### src/rtl/chan_mod_accum_pkg.sv
// Shared arithmetic helpers and the result-beat record for the modular accumulator.
// Widths here are upper bounds; instances narrow them with casts.
package c_math;

    localparam int MAX_W    = 16;
    localparam int MAX_CH_W = 8;

    typedef struct packed {
        logic [MAX_CH_W-1:0] chan;
        logic [MAX_W-1:0]    data;
        logic                wrap;
    } beat_t;

    // Single conditional subtract: valid because callers only pass x < 2*m.
    function automatic logic [MAX_W-1:0] modulo(input logic [MAX_W:0] x, input logic [MAX_W:0] m);
        logic [MAX_W:0] r;
        r = (x >= m) ? (x - m) : x;
        return MAX_W'(r);
    endfunction

    function automatic logic [MAX_W:0] modulo_add(input logic [MAX_W-1:0] a,
                                                   input logic [MAX_W-1:0] b,
                                                   input logic [MAX_W:0]   m);
        logic [MAX_W:0] s;
        s = {1'b0, a} + {1'b0, b};
        return {(s >= m), modulo(s, m)};
    endfunction

endpackage

### src/rtl/chan_mod_accum_if.sv
// Sample-in / result-out handshake bundle of the modular accumulator.
interface chan_mod_accum_if #(
    parameter int CH_W  = 2,
    parameter int WIDTH = 4
);
    logic             in_valid;
    logic             in_ready;
    logic [CH_W-1:0]  in_chan;
    logic [WIDTH-1:0] in_data;
    logic             out_valid;
    logic             out_ready;
    logic [CH_W-1:0]  out_chan;
    logic [WIDTH-1:0] out_data;
    logic             out_wrap;

    modport master (output in_valid, in_chan, in_data, out_ready,
                    input  in_ready, out_valid, out_chan, out_data, out_wrap);
    modport slave  (input  in_valid, in_chan, in_data, out_ready,
                    output in_ready, out_valid, out_chan, out_data, out_wrap);
endinterface

### src/rtl/chan_mod_accum_bank.sv
// Per-channel sum registers with one combinational read / registered write port.
// Reads of an out-of-range channel return zero.
module mod_accum_bank #(
    parameter int NUM_CH = 4,
    parameter int WIDTH  = 4,
    parameter int CH_W   = 2
) (
    input  logic             clk,
    input  logic             rst_n,
    input  logic             clear_i,
    input  logic [CH_W-1:0]  chan_i,
    output logic [WIDTH-1:0] rd_data_o,
    input  logic             wr_en_i,
    input  logic [WIDTH-1:0] wr_data_i
);
    logic [WIDTH-1:0] acc_q [NUM_CH];

    assign rd_data_o = (int'(chan_i) < NUM_CH) ? acc_q[chan_i] : '0;

    // Sum array: async reset, synchronous clear, single-channel update.
    always_ff @(posedge clk or negedge rst_n) begin
        if (!rst_n) begin
            for (int i = 0; i < NUM_CH; i++) acc_q[i] <= '0;
        end else if (clear_i) begin
            for (int i = 0; i < NUM_CH; i++) acc_q[i] <= '0;
        end else if (wr_en_i) begin
            acc_q[chan_i] <= wr_data_i;
        end else begin
            acc_q <= acc_q;
        end
    end
endmodule

### src/rtl/chan_mod_accum.sv
// Multi-channel modular accumulator: handshake, legality checks and the
// one-entry output register around the per-channel sum bank.
module chan_mod_accum
    import c_math::*;
#(
    parameter int NUM_CH  = 4,
    parameter int WIDTH   = 4,
    parameter int MODULUS = 16
) (
    input  logic               clk,
    input  logic               rst_n,
    input  logic               clear_i,
    output logic               err_o,
    chan_mod_accum_if.slave    bus
);
    localparam int CH_W = (NUM_CH > 1) ? $clog2(NUM_CH) : 1;
    localparam logic [MAX_W:0] MOD_L = (MAX_W + 1)'(MODULUS);

    if (NUM_CH < 1 || MODULUS < 2 || MODULUS > 2 ** WIDTH || WIDTH > MAX_W || CH_W > MAX_CH_W) begin : g_bad_cfg
        $error("chan_mod_accum: illegal parameter combination");
    end

    logic             accept_s;
    logic             legal_s;
    logic [WIDTH-1:0] rd_data_s;
    logic [MAX_W:0]   ma_s;
    logic             out_valid_q, out_valid_d;
    beat_t            out_q, out_d;
    logic             err_q, err_d;

    assign bus.in_ready = !clear_i && (!out_valid_q || bus.out_ready);
    assign accept_s     = bus.in_valid && bus.in_ready;
    assign legal_s      = (int'(bus.in_chan) < NUM_CH) && (int'(bus.in_data) < MODULUS);
    assign ma_s         = modulo_add(MAX_W'(rd_data_s), MAX_W'(bus.in_data), MOD_L);

    mod_accum_bank #(.NUM_CH(NUM_CH), .WIDTH(WIDTH), .CH_W(CH_W)) u_bank (
        .clk       (clk),
        .rst_n     (rst_n),
        .clear_i   (clear_i),
        .chan_i    (bus.in_chan),
        .rd_data_o (rd_data_s),
        .wr_en_i   (accept_s && legal_s),
        .wr_data_i (WIDTH'(ma_s[MAX_W-1:0]))
    );

    // Output register load/drain and sticky error next-state.
    always_comb begin
        out_valid_d = out_valid_q;
        out_d       = out_q;
        err_d       = err_q | (accept_s & ~legal_s);
        if (accept_s) begin
            out_valid_d = 1'b1;
            out_d.chan  = MAX_CH_W'(bus.in_chan);
            out_d.data  = legal_s ? ma_s[MAX_W-1:0] : MAX_W'(rd_data_s);
            out_d.wrap  = legal_s & ma_s[MAX_W];
        end else if (out_valid_q && bus.out_ready) begin
            out_valid_d = 1'b0;
        end else begin
            out_valid_d = out_valid_q;
        end
    end

    // Output beat and error flag registers.
    always_ff @(posedge clk or negedge rst_n) begin
        if (!rst_n) begin
            out_valid_q <= 1'b0;
            out_q       <= '0;
            err_q       <= 1'b0;
        end else begin
            out_valid_q <= out_valid_d;
            out_q       <= out_d;
            err_q       <= err_d;
        end
    end

    assign bus.out_valid = out_valid_q;
    assign bus.out_chan  = CH_W'(out_q.chan);
    assign bus.out_data  = WIDTH'(out_q.data);
    assign bus.out_wrap  = out_q.wrap;
    assign err_o         = err_q;
endmodule
### src/flat_wrapper.sv
// flat-port wrapper written by rule: the top's interface ports become plain ports
module chan_mod_accum_flat import c_math::*;
#(
    parameter int NUM_CH  = 4,
    parameter int WIDTH   = 4,
    parameter int MODULUS = 16
)
  (clk, rst_n, clear_i, err_o, bus_in_valid, bus_in_chan, bus_in_data, bus_out_ready, bus_in_ready, bus_out_valid, bus_out_chan, bus_out_data, bus_out_wrap);
  chan_mod_accum_if #(.WIDTH(WIDTH)) bus_i ();
  input  logic clk;
  input  logic rst_n;
  input  logic clear_i;
  output logic err_o;
  input wire logic [$bits(bus_i.in_valid)-1:0] bus_in_valid;
  input wire logic [$bits(bus_i.in_chan)-1:0] bus_in_chan;
  input wire logic [$bits(bus_i.in_data)-1:0] bus_in_data;
  input wire logic [$bits(bus_i.out_ready)-1:0] bus_out_ready;
  output wire logic [$bits(bus_i.in_ready)-1:0] bus_in_ready;
  output wire logic [$bits(bus_i.out_valid)-1:0] bus_out_valid;
  output wire logic [$bits(bus_i.out_chan)-1:0] bus_out_chan;
  output wire logic [$bits(bus_i.out_data)-1:0] bus_out_data;
  output wire logic [$bits(bus_i.out_wrap)-1:0] bus_out_wrap;
  assign bus_i.in_valid = bus_in_valid;
  assign bus_i.in_chan = bus_in_chan;
  assign bus_i.in_data = bus_in_data;
  assign bus_i.out_ready = bus_out_ready;
  assign bus_in_ready = bus_i.in_ready;
  assign bus_out_valid = bus_i.out_valid;
  assign bus_out_chan = bus_i.out_chan;
  assign bus_out_data = bus_i.out_data;
  assign bus_out_wrap = bus_i.out_wrap;
  chan_mod_accum #(.NUM_CH(NUM_CH), .WIDTH(WIDTH), .MODULUS(MODULUS)) u_core (.clk(clk), .rst_n(rst_n), .clear_i(clear_i), .err_o(err_o), .bus(bus_i));
endmodule
### config.mk
export PLATFORM = sky130hd
export DESIGN_NAME = chan_mod_accum_flat
export DESIGN_NICKNAME = d
export VERILOG_FILES = /design/src/rtl/chan_mod_accum_pkg.sv /design/src/rtl/chan_mod_accum_if.sv /design/src/rtl/chan_mod_accum_bank.sv /design/src/rtl/chan_mod_accum.sv /design/src/flat_wrapper.sv
export SDC_FILE = /design/constraint.sdc
export NUM_CORES = 1
export LEC_CHECK = 0
export ABC_CLOCK_PERIOD_IN_PS = 2600
export BUFFER_PORTS_ARGS = -buffer_cell sky130_fd_sc_hd__buf_4
export CORE_ASPECT_RATIO = 0.75
export CORE_UTILIZATION = 57
export CTS_BUF_LIST = sky130_fd_sc_hd__clkbuf_8
export CTS_CLUSTER_SIZE = 40
export DETAILED_ROUTE_END_ITERATION = 8
export PLACE_DENSITY = 0.82
export RECOVER_POWER = 25
export SLEW_MARGIN = 20
export SYNTH_ARGS = -nofsm -noshare
export SYNTH_HDL_FRONTEND = slang
export SYNTH_SLANG_ARGS = --single-unit
### constraint.sdc
create_clock -name clk -period 2.6 [get_ports clk]
set_input_delay 0.52 -clock clk [delete_from_list [all_inputs] [get_ports clk]]
set_output_delay 0.52 -clock clk [all_outputs]
set_load 0.02 [all_outputs]
==> summary.txt <==
Clocking
  • Clock tree from TritonCTS: done
  • Post-CTS Resized: 0
  • H-tree Lvls: 1
  • Post-CTS Setup Inserts: 0
  • Clock-pin slew on the worst setup and hold paths: ~0.08 ns
  • Total CTS buffers: 3
  • Root buf cell: clkbuf_8
  • Clk_lat worst skew: 0.26 ns
  • CTS max path bufs: 2
  • Clock Sinks: 24
  • # hold bufs at CTS: 0

Setup path
  • FF-to-FF Start: u_core.u_bank.acc_q[0]
  • CP max FO: 9
  • Worst r2r dst: u_core.u_bank.acc_q[10]
  • CP Capture Type: register
  • Setup CP Type: in2reg
  • WP data required: 2.79 ns
  • Flop-to-flop setup slack: about 0.5 ns
  • Arr. time, crit path: 2.37 ns
  • R2R cell count: 6
  • Startpoint Class: input pin

STA
  • Worst Tran Pin Value: ~1.2 ns
  • Crit path time final: 2.18 ns
  • RSZ-0062 raised after global routing: no
  • Hold Fails Final Rpt: 0
  • Fin crit share: 0.837
  • Setup TNS: 0 ns
  • Final setup violation count: 0
  • WHS: 0.482 ns
  • F_max: 0.459 GHz
  • Worst Skew: around 0.0066 ns
  • Relative slew slack: 0.184
  • Fin. max-slew vios: 0

Synthesis
  • YS warnings: 0
  • Synth Register Bits: 24
  • Register area share after synthesis: 0.473
  • Cell variety after synth: 32
  • Synth Instances: 105
  • Syn Area/Cell: 12.1 µm²
  • Synthesized net count: 121
  • Synth Cell Area: 1270 µm²

Power
  • Sequential Power Share: 0.501
  • Clock power frac: 0.299
  • Fraction of power consumed by combinational cells: 0.200
  • Internal: 609 µW
  • Sw Pwr: 212 µW
  • Power Density: 561 nW/µm²
  • Cell leakage power: 0.000733 µW
  • Switching Fraction: 0.259
  • VDD IR max: 0.000560 V

Global routing
  • First-pass GRT wire length: 3930 µm
  • Vias in the first global route: between 800 and 900
  • Grt total ovfl: 0
  • GRT Total Usage: 0.222
  • Initial antenna violation count: 0
  • Pin count of the biggest net entering global routing: 25

Worst hold path
  • Hold path startpoint: u_core.bus.out_data[3]
  • Hold Path End: u_core.bus.out_data[3]
  • Hold Path Depth: 2
  • HP Class: reg2reg

Run status
  • Status: finished, final reports clean

Route
  • Pre-antenna DRT Iters: 5
  • DR WL/cell: 15.6 µm
  • Post-DRT Antenna Nets: 0
  • Initial DRC Count: 27
  • Via count: 875
  • Vias per cell: around 6
  • Drc violations: 0
  • Detailed-route wire length: approximately 2300 µm

Layout
  • N_diodes: 0
  • Share of layout cells above drive strength 1: 0.309
  • Post-layout nets: between 100 and 150
  • Fillers: around 150
  • Area delta synth->final: 15.3%

Floorplan
  • Top-Level Pins: 21
  • DIE HEIGHT: approximately 43 µm
  • Rows: 14
  • Die Wd: 56.5 µm
  • Core Area: 2050 µm²
  • Initial Util: 0.620
  • Die area: 2420 µm²

Placement
  • Dpl hpwl: roughly 1700 µm
  • Gpl congestion: a little under 0.8
  • Port Buf Inserts: 19

Job
  • Max cap viols: 0
==> synthesized netlist by cell type <==
library cell,n,area [µm²]
nor2_1,13,48.8
nand2_1,8,30.0
dfrtp_1,24,601
nand3b_4,1,20.0
buf_4,1,7.51
buf_6,1,11.3
clkbuf_2,1,5.00
fa_1,1,20.0
a21oi_1,4,20.0
and2b_4,1,10.0
ha_1,4,50.1
nor3_1,1,5.00
clkbuf_1,1,3.75
a211o_1,1,8.76
or4_1,1,7.51
xor2_1,1,8.76
mux4_2,4,90.1
nand3b_1,1,7.51
mux2i_1,12,120
o21ai_0,3,15.0
a21o_1,2,15.0
or2_2,1,6.26
nor4b_4,1,23.8
mux2_2,5,56.3
nand2b_1,2,12.5
conb_1,1,3.75
buf_2,2,10.0
nor2b_1,1,6.26
a21oi_2,1,8.76
nand2b_4,1,13.8
nand3_1,3,15.0
nand4b_1,1,8.76
==> metal layers <==
metal  GRT usage  wire, µm
met1       0.284      1060
met2       0.362      1080
met3      0.0762       104
met4      0.0634        42
met5           0         0
==> metrics by stage <==
stage | instance area, µm² | instances | utilization | power, µW | worst slack, ns
final | 1460 | 147 | 0.714 | 821 | 0.423
after global routing | 1460 | 147 | 0.714 | 857 | 0.259
after CTS | 1470 | 147 | 0.716 | 831 | 0.419
after detailed placement | 1410 | 143 | 0.689 | 586 | 0.150
after global placement | 1410 | 143 | 0.689 | 581 | 0.193
after floorplan | 1270 | 105 | - | 520 | 0.216
==> critical path, stage by stage <==
cell and delay [ns]:
buf_4 0.16, mux4_2 0.51, ha_1 0.22, fa_1 0.41
xor2_1 0.31, mux2i_1 0.13, nor2_1 0.10
==> layout by cell type, fill, tap and decap left out <==
master	netlist	routed
fa_1	1	1
conb_1	1	1
buf_4	1	19
ha_1	4	4
mux2i_1	12	12
clkbuf_1	1	1
a21oi_1	4	4
or2_2	1	1
nor4b_4	1	1
nand3b_4	1	1
xor2_1	1	1
nor2_1	13	13
nand2b_1	2	2
a211o_1	1	1
mux4_2	4	4
nand2_1	8	8
a21oi_2	1	1
a21o_1	2	2
and2b_4	1	1
nand4b_1	1	1
nor3_1	1	1
nand2b_4	1	1
dfrtp_1	24	24
nand3b_1	1	1
o21ai_0	3	3
nor2b_1	1	1
nand3_1	3	3
mux2_2	5	5
or4_1	1	1
clkbuf_8	0	4
==> power groups by stage <==
stage / clock network [µW] / registers, µW / logic (µW)
6_report: 246 / 411 / 164
5_1_grt: 264 / 415 / 178
4_1_cts: 252 / 412 / 167
3_5_place_dp: 0 / 419 / 166
3_3_place_gp: 0 / 418 / 164
2_1_floorplan: 0 / 443 / 76.2
==> layout make-up <==
cell class	count	area [µm²]	share of cell area
Timing Repair Buffer	20	146	0.100
Multi-Input combinational cell	75	632	0.432
Tap cell	24	30.0	0.0205
Sequential cell	24	601	0.410
Clock buffer	4	55.1	0.0376
==> how the worst max path moves through the flow <==
stage                              start                      end
final                     bus_in_chan[0]  u_core.u_bank.acc_q[10]
after global routing      bus_in_chan[0]   u_core.u_bank.acc_q[2]
after CTS                 bus_in_chan[0]  u_core.u_bank.acc_q[10]
after detailed placement  bus_in_chan[0]  u_core.u_bank.acc_q[10]
after global placement    bus_in_chan[0]   u_core.u_bank.acc_q[2]
after floorplan           bus_in_chan[0]   u_core.bus.out_data[2]
==> logic make-up after synthesis <==
| kind of cell | share of synthesized area |
|---|---|
| AO/OA/AOI/OAI | 0.0532 |
| multiplexers | 0.210 |
| other | 0.00295 |
| flip-flops | 0.473 |
| XOR/XNOR | 0.00690 |
| AND/OR/NAND/NOR | 0.169 |
| adder cells (fa/ha/maj) | 0.0552 |
| buffers and inverters | 0.0296 |
==> state kept, by name, summed over array words and instances (netlist names) <==
signal and count:
u_core.u_bank.acc_q 16, u_core.bus.out_wrap 1, u_core.bus.out_data 4, u_core.bus.out_chan 2, u_core.bus.out_valid 1
(Power assumes the default switching activity.)
